==> config.mk <==
export PLATFORM = sky130hd
export DESIGN_NAME = ft_packet_deframer
export DESIGN_NICKNAME = d
export VERILOG_FILES = /design/src/rtl/ft_packet_deframer.sv
export SDC_FILE = /design/constraint.sdc
export NUM_CORES = 1
export LEC_CHECK = 0
export ABC_AREA = 1
export CAP_MARGIN = 10
export CELL_PAD_IN_SITES_DETAIL_PLACEMENT = 1
export CELL_PAD_IN_SITES_GLOBAL_PLACEMENT = 2
export CORE_MARGIN = 2
export CORE_UTILIZATION = 31
export DETAILED_ROUTE_END_ITERATION = 6
export GPL_TIMING_DRIVEN = 0
export MAX_ROUTING_LAYER = met4
export PLACE_DENSITY_LB_ADDON = 0.15
export SLEW_MARGIN = 20
export SYNTH_ARGS = -nofsm -noshare
export SYNTH_HDL_FRONTEND = slang
export SYNTH_SLANG_ARGS = --single-unit
==> constraint.sdc <==
create_clock -name clk_128M -period 2.8 [get_ports clk_128M]
set_clock_uncertainty 0.15 [all_clocks]
set_input_delay 0.56 -clock clk_128M [delete_from_list [all_inputs] [get_ports clk_128M]]
set_output_delay 0.56 -clock clk_128M [all_outputs]
set_load 0.05 [all_outputs]
==> src/rtl/ft_packet_deframer.sv <==
// ---------------------------------------------------------------------------
// ft_packet_deframer
//
// Purpose:
//   Reads 16-bit words from the first-word-fall-through read side of the FT
//   FIFO user interface and hunts for 8-word telemetry frames:
//     six payload words (the sixth carries marker 0x7C in its high byte),
//     followed by trailer words 0xF00D and 0xC0DE.
//   Each good frame is reassembled into an 88-bit packet
//   {w5[7:0], w4, w3, w2, w1, w0} and presented on a valid/ready output so
//   host-injected packets can be replayed into telemetry_check.
//
// Ports:
//   clk_128M       in   sole clock
//   rst_n          in   asynchronous active-low reset
//   ui_dout        in   FIFO read data (first-word-fall-through)
//   ui_dout_be     in   byte enables of ui_dout
//   ui_dout_empty  in   FIFO empty
//   ui_dout_get    out  pop request (drops only while the output is stalled)
//   data_out       out  reassembled 88-bit packet
//   valid_out      out  packet available
//   ready_in       in   downstream accepts packet
//   in_sync        out  frame lock indicator
//   frame_count    out  frames emitted (stats)
//   error_count    out  saturating framing error count (stats)
//
// Optional feature:
//   FT_DEFRAMER_STATS_EN - when defined, frame_count and error_count are real
//   counters; when undefined both outputs are tied to zero and no counter
//   flops exist. Framing, in_sync and the handshake do not depend on it.
// ---------------------------------------------------------------------------
module ft_packet_deframer #(
    parameter int ERR_W      = 16,
    parameter int LOSS_WORDS = 16
) (
    input  logic             clk_128M,
    input  logic             rst_n,
    input  logic [15:0]      ui_dout,
    input  logic [1:0]       ui_dout_be,
    input  logic             ui_dout_empty,
    output logic             ui_dout_get,
    output logic [87:0]      data_out,
    output logic             valid_out,
    input  logic             ready_in,
    output logic             in_sync,
    output logic [31:0]      frame_count,
    output logic [ERR_W-1:0] error_count
);

    localparam logic [15:0] TRAILER_HI = 16'hF00D;
    localparam logic [15:0] TRAILER_LO = 16'hC0DE;
    localparam logic [7:0]  MARKER     = 8'h7C;
    localparam logic [4:0]  FILL_MIN   = 5'd7;
    localparam logic [4:0]  FILL_MAX   = 5'd31;
    localparam logic [4:0]  LOSS_LIMIT = 5'(LOSS_WORDS);

    // win[6] is the most recent previously accepted word, win[0] the oldest.
    logic [15:0] win [7];
    logic [4:0]  fill;
    logic [4:0]  fill_inc;

    logic accept;
    logic trailer_seen;
    logic marker_ok;
    logic fill_ok;
    logic be_ok;
    logic match;
    logic frame_err;

    // Popping only pauses while a finished packet waits for the consumer, so
    // a new match can never overwrite an unaccepted packet.
    assign ui_dout_get = rst_n && !(valid_out && !ready_in);
    assign accept      = ui_dout_get && !ui_dout_empty;

    // Frame recognition on the incoming word against the window contents.
    always_comb begin
        trailer_seen = (ui_dout == TRAILER_LO) && (win[6] == TRAILER_HI);
        marker_ok    = (win[5][15:8] == MARKER);
        fill_ok      = (fill >= FILL_MIN);
        be_ok        = (ui_dout_be == 2'b11);
        match        = accept && trailer_seen && marker_ok && fill_ok && be_ok;
        // A partial word or a trailer without a full, well-marked payload is
        // one framing error, even when both causes coincide.
        frame_err    = accept && (!be_ok || (trailer_seen && !(marker_ok && fill_ok)));
        fill_inc     = (fill == FILL_MAX) ? FILL_MAX : fill + 5'd1;
    end

    // Seven-word history; every accepted word shifts in, including bad ones.
    always_ff @(posedge clk_128M or negedge rst_n) begin
        if (!rst_n) begin
            for (int i = 0; i < 7; i++) begin
                win[i] <= 16'h0000;
            end
        end else if (accept) begin
            for (int i = 0; i < 6; i++) begin
                win[i] <= win[i+1];
            end
            win[6] <= ui_dout;
        end
    end

    // Fill counter and lock tracking. A long run of words without a match
    // drops lock silently; only genuine framing faults are counted.
    always_ff @(posedge clk_128M or negedge rst_n) begin
        if (!rst_n) begin
            fill    <= 5'd0;
            in_sync <= 1'b0;
        end else if (accept) begin
            if (match) begin
                fill    <= 5'd0;
                in_sync <= 1'b1;
            end else if (frame_err) begin
                fill    <= 5'd0;
                in_sync <= 1'b0;
            end else begin
                fill <= fill_inc;
                if (fill_inc >= LOSS_LIMIT) begin
                    in_sync <= 1'b0;
                end
            end
        end
    end

    // Output register. A match landing on the same edge as a completed
    // handshake replaces the old packet and keeps valid_out high.
    always_ff @(posedge clk_128M or negedge rst_n) begin
        if (!rst_n) begin
            data_out  <= 88'd0;
            valid_out <= 1'b0;
        end else if (match) begin
            data_out  <= {win[5][7:0], win[4], win[3], win[2], win[1], win[0]};
            valid_out <= 1'b1;
        end else if (valid_out && ready_in) begin
            valid_out <= 1'b0;
        end
    end

`ifdef FT_DEFRAMER_STATS_EN
    logic [31:0]      frame_cnt_q;
    logic [ERR_W-1:0] err_cnt_q;

    // Statistics: frame count wraps, error count sticks at all-ones.
    always_ff @(posedge clk_128M or negedge rst_n) begin
        if (!rst_n) begin
            frame_cnt_q <= 32'd0;
            err_cnt_q   <= '0;
        end else begin
            if (match) begin
                frame_cnt_q <= frame_cnt_q + 32'd1;
            end
            if (frame_err && (err_cnt_q != {ERR_W{1'b1}})) begin
                err_cnt_q <= err_cnt_q + {{(ERR_W-1){1'b0}}, 1'b1};
            end
        end
    end

    assign frame_count = frame_cnt_q;
    assign error_count = err_cnt_q;
`else
    assign frame_count = 32'd0;
    assign error_count = '0;
`endif

endmodule
==> results.py <==
metrics = {
    "sta": {
        "tightest_slew_ns": 0.685,
        "slew_viol_final": 0,
        "rsz0062_at_grt": "false",
        "final_hold_viol_count": 0,
        "setup_viol": 0,
        "max_slew_margin": 0.543,
        "period_share": 0.945,
        "max_freq_ghz": 0.378,
        "fin_setup_tns_ns": 0,
        "layout_min_cycle_time_ns": 2.65,
    },
    "global_route": {
        "grt_antenna_before_repair": 0,
        "grtUsageTotal": 0.187,
        "grt_overflow": 0,
        "grt_pass1_vias": 7338,
        "grt_pass1_wl_um": 40800,
        "grt_max_degree": 95,
    },
    "setup_path": {
        "cp_max_fo": 10,
        "worstPathRequired_ns": 3.10,
        "r2r-start": "win[1]",
        "crit_start": "ui_dout[3]",
        "cp-end-kind": "flop",
        "cpPeakStageDelay_ns": 0.48,
        "cp_cell_sequence": "clkdlybuf4s50_1, nand2_1, nor2_2, nand2_1, nor2_1, and2_1, buf_2, clkbuf_4, buf_2, nand3_1, nand2_1",
        "path_buf_inv": 4,
        "r2r_slack_ns": 0.30,
        "path_depth": 11,
        "arrival_ns": 2.94,
        "reg2reg_to": "data_out[77]",
        "path_common_cell": "nand2_1",
        "worst_setup_path_start_kind": "input port",
        "worstRegToRegCells": 11,
        "worstSetupPathType": "in -> reg",
        "slowest_stage": "clkdlybuf4s50_1",
        "crit_family": "buffers and inverters",
    },
    "place": {
        "dpl.hpwl_um": 18200,
        "gp_congestion": 0.748,
        "place_area_um2": 10300,
        "numPortBuffers": 112,
    },
    "clock_network": {
        "cts-htree-levels": 1,
        "clkTransAtPathRegs_ns": 0.06,
        "clock-sinks": 207,
        "cts_max_path_buffers": 3,
        "numCtsBuffers": 25,
        "cts_tree": "done",
        "cts_root_buf": "clkbuf_16",
        "insertion_delay_ns": 0.52,
    },
    "min_path": {
        "min_path_type": "in -> async",
    },
    "logic_synthesis": {
        "synth-seq-cells": 207,
        "syn_area_um2": 8550,
        "synth_top_area_frac": 0.606,
        "yosys-top-cells-area": "dfrtp_1 61%, nand2_1 21%, nand3_1 5.6%",
        "netlist_top_cells_count": "472 x nand2_1, 207 x dfrtp_1, 95 x nand3_1",
        "syn-instance-count": 988,
        "yosysWarnings": 0,
        "synthArstFlopShare": 1.00,
        "synthMostInstantiatedCell": "nand2_1",
        "yosysTopAreaCell": "dfrtp_1",
        "synth.distinct_cells": 27,
        "syn_avg_cell_area_um2": 8.66,
        "ys.flop_type": "dfrtp_1",
        "ys_seq_area_frac": 0.606,
        "synth_edf_count": 0,
    },
    "floorplan": {
        "die_x_um": 170,
        "die_area_um2": 28900,
        "row_count": 60,
        "pin_count": 161,
        "start_util": 0.316,
        "core-area_um2": 27000,
        "die_h_um": 170,
    },
    "power_and_ir_drop": {
        "leakage_nw": 5.96,
        "fin_total_pwr_mw": 7.73,
        "power.density_cell_area_nw_per_um2": 683,
        "peakVddDrop_mv": 0.350,
    },
    "cells_and_area": {
        "finalCoreUtilization": 0.419,
        "nNetsFinal": 1204,
        "antenna_cells": 0,
        "areaGrowthSynthToFinish_pct": 32.2,
        "final_area_um2": 11300,
        "layout-drive-gt1-share": 0.102,
        "fillers": 3164,
    },
    "drt": {
        "via_per_inst": 4.45,
        "drcViolationCount": 0,
        "antenna_left": 0,
        "drt_first_pass_iters": 4,
        "drt_iter0_markers": 412,
        "wl_per_cell_um": 16.4,
        "totalWireLength_um": 25300,
        "vias": 6844,
    },
    "run": {
        "cap_violations": 0,
    },
    "status": {
        "status": "complete, no violations",
    },
}
## per-layer routing
metal	GRT usage	part of all wire	vias up
li1	-	-	3382
met1	0.235	0.45	3324
met2	0.324	0.50	107
met3	0.0202	0.027	31
met4	0.0424	0.019	0
met5	-	0	-
## sequential cells by signal (all words and copies together) (netlist names)
name	count
win	112
fill	5
in_sync	1
data_out	88
valid_out	1
## worst register-to-register path, cell delays in order (launching register included)
cell and delay [ns]:
dfrtp_1 0.35, inv_1 0.10, nand2_1 0.06, nor2_1 0.19, nand2_1 0.09, nor2_1 0.13, and2_1 0.17, buf_2 0.30
clkbuf_4 0.30, buf_2 0.24, nand3_1 0.22, nand2_1 0.12
## final cells by class
| cell class | instances | area (um2) | area share |
|---|---|---|---|
| buffer | 100 | 584 | 0.0517 |
| clock buffer | 34 | 729 | 0.0645 |
| clock inverter | 9 | 129 | 0.0114 |
| inverter | 35 | 131 | 0.0116 |
| multi-input combinational | 692 | 2840 | 0.251 |
| sequential | 207 | 5180 | 0.458 |
| tap | 341 | 427 | 0.0377 |
| timing repair buffer | 120 | 1290 | 0.114 |
## how the worst max path moves through the flow
| stage | slack (ns) | endpoint |
|---|---|---|
| after floorplan | 0.22 | data_out[78] |
| after global placement | -8.50 | data_out[82] |
| after detailed placement | -0.91 | data_out[82] |
| after CTS | 0.03 | data_out[77] |
| after global routing | 0.01 | data_out[77] |
| final | 0.15 | data_out[77] |
## timing repair
item	in CTS	in global routing
hold endpoints to repair	50	0
gates resized for setup	3	3
pin swaps	1	0
hold buffers	4	0
setup endpoints to repair	101	15
setup buffers	2	0
## cells by family after synthesis
group                      count (synthesis)  share of synthesized area
buffers and inverters                    136                     0.0838
DFF                                      207                      0.606
other                                      1                   0.000438
xor gates and xnor gates                   1                    0.00102
AOI/OAI and AO/OA                         46                     0.0281
adders and majority gates                  1                    0.00146
and+or+nand+nor                          596                      0.280
## power breakdown
group / switching (mW) / internal [mW] / leakage (nW)
logic: 0.489 / 0.259 / 2.76
clock network: 1.27 / 2.09 / 0.420
registers: 0.317 / 3.30 / 2.78
## metrics by stage
| stage | std cells | setup slack (ns) | hold WS [ns] |
|---|---|---|---|
| floorplan | 1035 | 0.221 | 0.114 |
| global placement | 1488 | -8.50 | 0.304 |
| detailed placement | 1490 | -0.909 | 0.307 |
| CTS | 1538 | 0.0288 | 0.0278 |
| global route | 1538 | 0.0122 | 0.0527 |
| finish | 1538 | 0.155 | 0.0230 |
## cell usage in the layout (no fill, tap or decap), types with 2 or more instances in the layout
cell type	Yosys	layout
buf_16	0	5
inv_1	33	33
buf_2	15	14
clkbuf_1	36	37
bufinv_16	0	3
nor2_2	1	2
buf_4	50	52
nor2_1	18	17
o21ai_0	41	41
nor4_1	2	2
dfrtp_1	207	207
clkbuf_16	0	25
conb_1	1	48
nand3_1	95	95
nor3_1	3	3
clkdlybuf4s50_1	0	110
nand2_1	472	472
clkbuf_8	0	7
clkinv_2	0	3
clkinvlp_4	0	2
Power figures use the tool's default switching activity.
